**src/rtl/layer_store.sv**
```systemverilog
// layer_store: serializes finished result vectors from the layers block
// into MEM_DWIDTH-bit words written to the output image buffer.
//
// Ports:
//   clk, rst                  clock, synchronous active-high reset
//   cfg_data/addr/valid       shared cfg bus (base address, vector count)
//   result_bus/val/rdy        result vector handshake from layers
//   wr_addr/data/val/rdy      word write port to the image buffer
//   busy, done                job in progress, one-cycle completion pulse

module layer_store #(
   parameter int CFG_DWIDTH = 32,
   parameter int CFG_AWIDTH = 5,
   parameter int DEPTH_NB   = 16,
   parameter int IMG_WIDTH  = 16,
   parameter int MEM_DWIDTH = 64,
   parameter int MEM_AWIDTH = 16,
   // register map shared with the cfg_parameters.vh address table
   parameter logic [CFG_AWIDTH-1:0] CFG_STR_ADDR = 5'd12,
   parameter logic [CFG_AWIDTH-1:0] CFG_STR_CNT  = 5'd13
) (
   input  logic                          clk,
   input  logic                          rst,
   input  logic [CFG_DWIDTH-1:0]         cfg_data,
   input  logic [CFG_AWIDTH-1:0]         cfg_addr,
   input  logic                          cfg_valid,
   input  logic [DEPTH_NB*IMG_WIDTH-1:0] result_bus,
   input  logic                          result_val,
   output logic                          result_rdy,
   output logic [MEM_AWIDTH-1:0]         wr_addr,
   output logic [MEM_DWIDTH-1:0]         wr_data,
   output logic                          wr_val,
   input  logic                          wr_rdy,
   output logic                          busy,
   output logic                          done
);

   localparam int VW     = DEPTH_NB * IMG_WIDTH;
   localparam int CHUNKS = VW / MEM_DWIDTH;
   localparam int IW     = (CHUNKS > 1) ? $clog2(CHUNKS) : 1;

   typedef enum logic [3:0] {
      IDLE  = 4'b0001,
      LOAD  = 4'b0010,
      WRITE = 4'b0100,
      DONE  = 4'b1000
   } state_t;

   state_t state, state_nx;

   logic [MEM_AWIDTH-1:0] base_reg;
   logic [MEM_AWIDTH-1:0] ptr;
   logic [15:0]           rem;
   logic [VW-1:0]         hold;
   logic [IW-1:0]         idx;

   logic cnt_wr;
   logic arm;
   logic take;
   logic acc;
   logic last_chunk;

   // upper cfg bits carry nothing for this block
   logic unused_cfg;
   assign unused_cfg = ^cfg_data[CFG_DWIDTH-1:16];

   assign cnt_wr     = cfg_valid && (cfg_addr == CFG_STR_CNT);
   assign arm        = cnt_wr && (state == IDLE) && (|cfg_data[15:0]);
   assign take       = result_val && (state == LOAD);
   assign acc        = wr_rdy && (state == WRITE);
   assign last_chunk = (idx == IW'(CHUNKS - 1));

   always_ff @(posedge clk) begin
      if (rst) begin
         state <= IDLE;
      end else begin
         state <= state_nx;
      end
   end

   always_comb begin
      state_nx = state;
      unique case (1'b1)
         state[0]: begin
            if (arm) state_nx = LOAD;
         end
         state[1]: begin
            if (take) state_nx = WRITE;
         end
         state[2]: begin
            if (acc && last_chunk) begin
               state_nx = (rem == 16'd1) ? DONE : LOAD;
            end
         end
         state[3]: begin
            state_nx = IDLE;
         end
         default: begin
            state_nx = IDLE;
         end
      endcase
   end

   // base register survives reset; it only feeds the next arm
   always_ff @(posedge clk) begin
      if (cfg_valid && (cfg_addr == CFG_STR_ADDR)) begin
         base_reg <= cfg_data[MEM_AWIDTH-1:0];
      end
   end

   always_ff @(posedge clk) begin
      if (rst) begin
         ptr  <= '0;
         rem  <= '0;
         hold <= '0;
         idx  <= '0;
      end else begin
         if (arm) begin
            ptr <= base_reg;
            rem <= cfg_data[15:0];
         end
         if (take) begin
            hold <= result_bus;
            idx  <= '0;
         end
         if (acc) begin
            ptr <= ptr + MEM_AWIDTH'(1);
            if (last_chunk) begin
               idx <= '0;
               rem <= rem - 16'd1;
            end else begin
               idx <= idx + IW'(1);
            end
         end
      end
   end

   assign result_rdy = (state == LOAD);
   assign wr_val     = (state == WRITE);
   assign busy       = (state != IDLE);
   assign done       = (state == DONE);
   assign wr_addr    = ptr;
   assign wr_data    = hold[idx*MEM_DWIDTH +: MEM_DWIDTH];

endmodule

```
**config.mk**
```make
export PLATFORM = sky130hd
export DESIGN_NAME = layer_store
export DESIGN_NICKNAME = d
export VERILOG_FILES = /design/src/rtl/layer_store.sv
export SDC_FILE = /design/constraint.sdc
export NUM_CORES = 1
export LEC_CHECK = 0
export ABC_CLOCK_PERIOD_IN_PS = 4000
export BUFFER_PORTS_ARGS = -buffer_cell sky130_fd_sc_hd__buf_2
export CORE_UTILIZATION = 45
export CTS_BUF_LIST = sky130_fd_sc_hd__clkbuf_4
export CTS_CLUSTER_DIAMETER = 100
export DETAILED_ROUTE_END_ITERATION = 7
export GPL_TIMING_DRIVEN = 0
export PLACE_DENSITY_LB_ADDON = 0.2
export SLEW_MARGIN = 20
export SYNTH_ARGS = -nofsm -noshare
export SYNTH_HDL_FRONTEND = slang
export SYNTH_SLANG_ARGS = --single-unit
```
**constraint.sdc**
```tcl
create_clock -name clk -period 4 [get_ports clk]
set_clock_uncertainty 0.05 [all_clocks]
set_input_delay 0.4 -clock clk [delete_from_list [all_inputs] [get_ports clk]]
set_output_delay 0.4 -clock clk [all_outputs]
set_load 0.1 [all_outputs]
```
==> run_summary.xml <==
<?xml version="1.0" encoding="UTF-8"?>
<metrics>
  <group name="power_and_ir_drop">
    <metric name="share_clk_of_total_power" unit="">0.439</metric>
    <metric name="power.density_cell_area" unit="mW/mm2">341</metric>
    <metric name="overall_power" unit="mW">6.47</metric>
    <metric name="p_int" unit="mW">4.93</metric>
    <metric name="pwr-share-seq" unit="">0.483</metric>
    <metric name="power.leakage" unit="nW">7.35</metric>
    <metric name="sw_frac_of_total" unit="">0.238</metric>
    <metric name="ir_drop_worst_vdd" unit="V">0.000229</metric>
    <metric name="total_switching_power" unit="mW">1.54</metric>
    <metric name="p_comb_frac" unit="">0.078</metric>
  </group>
  <group name="grt">
    <metric name="global_route.peak_usage_layer" unit="">met2</metric>
    <metric name="pin_count_of_the_biggest_net_entering_global_routing" unit="">12</metric>
    <metric name="grt_pass1_vias" unit="">14483</metric>
    <metric name="grt_first_pass_wirelength" unit="um">77200</metric>
    <metric name="grt_util_met1" unit="">0.422</metric>
    <metric name="grt_util_met3" unit="">0.0740</metric>
    <metric name="gr-usage-all-layers" unit="">0.352</metric>
    <metric name="global_route.usage.met2" unit="">0.590</metric>
    <metric name="antenna_found_initial" unit="">4</metric>
    <metric name="global_route.overflow_total" unit="">0</metric>
  </group>
  <group name="drt">
    <metric name="remaining_drc_errors" unit="">0</metric>
    <metric name="post_drt_via_cell_ratio" unit="">5.45</metric>
    <metric name="finalWirelength" unit="um">51900</metric>
    <metric name="dr_total_vias" unit="">14343</metric>
    <metric name="ant_nets" unit="">0</metric>
    <metric name="detail_route.first_pass.iterations" unit="">5</metric>
    <metric name="routed_wire_length_per_instance" unit="um">19.7</metric>
    <metric name="dr.first_iter.drc_count" unit="">1088</metric>
  </group>
  <group name="logic_synthesis">
    <metric name="netlist_top_cells_area" unit="">sky130_fd_sc_hd__dfxtp_1 (46%), sky130_fd_sc_hd__nand2_1 (16%), sky130_fd_sc_hd__mux4_2 (11%), sky130_fd_sc_hd__a21oi_1 (11%), sky130_fd_sc_hd__edfxtp_1 (3.7%)</metric>
    <metric name="synth_fp_nets" unit="">1773</metric>
    <metric name="synth_top_cell_area_share" unit="">0.457</metric>
    <metric name="ys_seq_area_frac" unit="">0.495</metric>
    <metric name="synthCells" unit="">1471</metric>
    <metric name="synth-edff-count" unit="">16</metric>
    <metric name="yosys.cell_types.count" unit="">54</metric>
    <metric name="asyncSetResetFlopFracSynth" unit="">0</metric>
    <metric name="yosys_register_bits" unit="">310</metric>
    <metric name="synthesis.area" unit="mm2">0.0129</metric>
    <metric name="yosysWarningCount" unit="">0</metric>
    <metric name="yosysTopAreaCell" unit="">sky130_fd_sc_hd__dfxtp_1</metric>
    <metric name="syn_avg_cell_area" unit="um2">8.75</metric>
    <metric name="synth_ff_type" unit="">sky130_fd_sc_hd__dfxtp_1</metric>
  </group>
  <group name="clock_network">
    <metric name="tritoncts" unit="">done</metric>
    <metric name="clock_sink_count" unit="">310</metric>
    <metric name="clock_tree.buffer_depth" unit="">3</metric>
    <metric name="cts-root-buf" unit="">sky130_fd_sc_hd__clkbuf_4</metric>
    <metric name="numCtsBuffers" unit="">80</metric>
    <metric name="htree_levels" unit="">3</metric>
    <metric name="cts.clk_slew.worst_paths" unit="ns">0.07</metric>
    <metric name="clk-insertion-delay-late" unit="ns">0.70</metric>
  </group>
  <group name="worst_setup_path">
    <metric name="worst_path_max_delay_cell" unit="">sky130_fd_sc_hd__clkdlybuf4s15_1</metric>
    <metric name="timing.critical_path.from_type" unit="">flip-flop</metric>
    <metric name="max_stage_delay" unit="ns">0.91</metric>
    <metric name="critical_path_buf_inv_count" unit="">3</metric>
    <metric name="timing_worst_setup_path_type" unit="">reg -&gt; out</metric>
    <metric name="critical_path.endpoint_type" unit="">output pin</metric>
    <metric name="path_cells" unit="">clkbuf_1, clkdlybuf4s15_1, mux4_2, buf_2</metric>
    <metric name="critical_path_depth" unit="">4</metric>
    <metric name="timing.critical_path.fanout_max" unit="">10</metric>
    <metric name="critPathTopFamily" unit="">buffers and inverters</metric>
    <metric name="critical_path_arrival" unit="ns">3.50</metric>
    <metric name="reg2regPathDepth" unit="">6</metric>
    <metric name="data_required_time_at_the_worst_endpoint" unit="ns">3.55</metric>
  </group>
  <group name="placed_design">
    <metric name="place.detailed.instances" unit="">2214</metric>
    <metric name="finalWeightedCongestion" unit="">0.916</metric>
    <metric name="dpl_worst_slack" unit="ns">0.800</metric>
    <metric name="final_hpwl_from_detailed_placement" unit="um">32900</metric>
    <metric name="placement.cell_area" unit="mm2">0.0152</metric>
    <metric name="portBuffers" unit="">364</metric>
  </group>
  <group name="sta">
    <metric name="maxClockFrequency" unit="GHz">0.253</metric>
    <metric name="timing.final.crit_period" unit="ns">3.95</metric>
    <metric name="final-hold-violation-count" unit="">0</metric>
    <metric name="relSlewSlack" unit="">0.223</metric>
    <metric name="grt_setup_unrepaired" unit="">no</metric>
    <metric name="finalSetupViolations" unit="">0</metric>
    <metric name="worstMarginPinSlew" unit="ns">1.17</metric>
    <metric name="timing_max_transition_violations_final" unit="">0</metric>
    <metric name="setup_slack" unit="ns">0.0534</metric>
    <metric name="setup-tns-final" unit="ns">0</metric>
    <metric name="timing.final.crit_share" unit="">0.987</metric>
    <metric name="hold_slack" unit="ns">0.0391</metric>
  </group>
  <group name="floorplanning">
    <metric name="die_w" unit="um">171</metric>
    <metric name="core" unit="mm2">0.0279</metric>
    <metric name="fp-row-count" unit="">61</metric>
    <metric name="floorplan.die.height" unit="um">171</metric>
    <metric name="io_pins" unit="">382</metric>
    <metric name="initial_core_util" unit="">0.461</metric>
    <metric name="die-area" unit="mm2">0.0293</metric>
  </group>
  <group name="finish">
    <metric name="area_of_the_multi_input_gates" unit="mm2">0.00599</metric>
    <metric name="largest_register_ffs" unit="">256</metric>
    <metric name="layout.area.seq" unit="mm2">0.00637</metric>
    <metric name="post-route-cell-area" unit="mm2">0.0190</metric>
    <metric name="area_growth_syn_to_layout" unit="%">47.5</metric>
    <metric name="layout.filler_cells" unit="">2250</metric>
    <metric name="post_route_cells_drive_above_1_share" unit="">0.271</metric>
    <metric name="regMostFlops" unit="">hold</metric>
    <metric name="final_net_count" unit="">2494</metric>
    <metric name="final_cell_utilization_of_the_core" unit="">0.679</metric>
    <metric name="finish.cell_count_without_fillers" unit="">2631</metric>
  </group>
  <group name="hold_path">
    <metric name="worstHoldPathCells" unit="">2</metric>
    <metric name="worst_hold_path_type" unit="">in -&gt; reg</metric>
  </group>
  <group name="status">
    <metric name="status" unit="">complete, no violations</metric>
  </group>
  <group name="flow_run">
    <metric name="drv.max_cap_violation_count" unit="">0</metric>
  </group>
</metrics>
worst paths after layout:
path | start | end | slack, ns
hold / removal | cfg_addr[1] | base_reg[1] | 0.04
hold reg to reg | hold[178] | hold[178] | 0.40
setup / recovery | idx[1] | wr_data[27] | 0.05
setup reg to reg | state[1] | hold[167] | 1.41
metal layers:
layer	wire length (um)	vias up
li1	-	6559
met1	20400	6678
met2	24800	879
met3	4260	227
met4	2480	0
met5	0	-
cell usage after synthesis (all sizes together), types with 2 or more instances:
cell type    n
xor2         2
clkbuf      69
nand4       10
nor3b        4
nand2      541
nor4         9
o311ai       3
a22oi        6
a21boi       2
inv          5
o211ai       5
nand3       19
o21ai        7
a211oi       3
nor3        13
edfxtp      16
o22ai        2
a21oi      287
dfxtp      294
nor2        14
or4b         2
or3          8
and2         8
nand3b       2
mux4        64
o221a        2
ha           4
a31oi        8
a2bb2oi      8
nand4b       2
buf         42
final cells by class:
cell class | instances | area share
clock buffer | 116 | 0.0459
tap | 378 | 0.0249
clock inverter | 20 | 0.00844
buffer | 111 | 0.0269
sequential | 310 | 0.335
antenna | 7 | 0.000923
inverter | 6 | 0.00125
timing repair buffer | 639 | 0.241
multi-input combinational | 1044 | 0.315
cells in the final DEF (no fill, tap or decap), types with 9 or more instances in the layout:
| cell | synthesis | layout |
|---|---|---|
| sky130_fd_sc_hd__edfxtp_1 | 16 | 16 |
| sky130_fd_sc_hd__dlygate4sd3_1 | 0 | 274 |
| sky130_fd_sc_hd__clkinv_1 | 0 | 15 |
| sky130_fd_sc_hd__clkbuf_4 | 0 | 116 |
| sky130_fd_sc_hd__a21oi_1 | 287 | 287 |
| sky130_fd_sc_hd__nor3_1 | 13 | 12 |
| sky130_fd_sc_hd__clkbuf_1 | 69 | 68 |
| sky130_fd_sc_hd__nand3_1 | 17 | 17 |
| sky130_fd_sc_hd__dfxtp_1 | 294 | 294 |
| sky130_fd_sc_hd__nand2_1 | 539 | 539 |
| sky130_fd_sc_hd__nor2_1 | 14 | 14 |
| sky130_fd_sc_hd__mux4_2 | 64 | 64 |
| sky130_fd_sc_hd__nand4_1 | 9 | 9 |
| sky130_fd_sc_hd__buf_2 | 30 | 396 |
cells by family (layout without fill, tap and decap cells):
| kind of cell | after synthesis | count (layout) | share of synthesized area |
|---|---|---|---|
| fa+ha+maj | 4 | 4 | 0.00389 |
| mux | 65 | 65 | 0.113 |
| compound gates | 336 | 336 | 0.140 |
| flops | 310 | 310 | 0.495 |
| buf+inv | 117 | 892 | 0.0407 |
| other cells | 0 | 7 | 0 |
| simple gates | 637 | 637 | 0.206 |
| xor+xnor | 2 | 2 | 0.00136 |
power groups by stage:
stage	logic (mW)	clock network (mW)	registers (mW)
5_1_grt	0.532	3.04	3.12
3_5_place_dp	0.277	0	3.19
3_3_place_gp	0.278	0	3.19
2_1_floorplan	0.0632	0	3.20
6_report	0.506	2.84	3.12
4_1_cts	0.486	2.86	3.12
what timing repair did:
| action | 4_1_cts | 5_1_grt |
|---|---|---|
| buffers inserted | 0 | 0 |
| gates resized for setup | 0 | 2 |
| endpoints found under the hold margin | 294 | 0 |
| hold buffers | 274 | 0 |
| setup endpoints to repair | 0 | 1 |
Power figures use the tool's default switching activity.
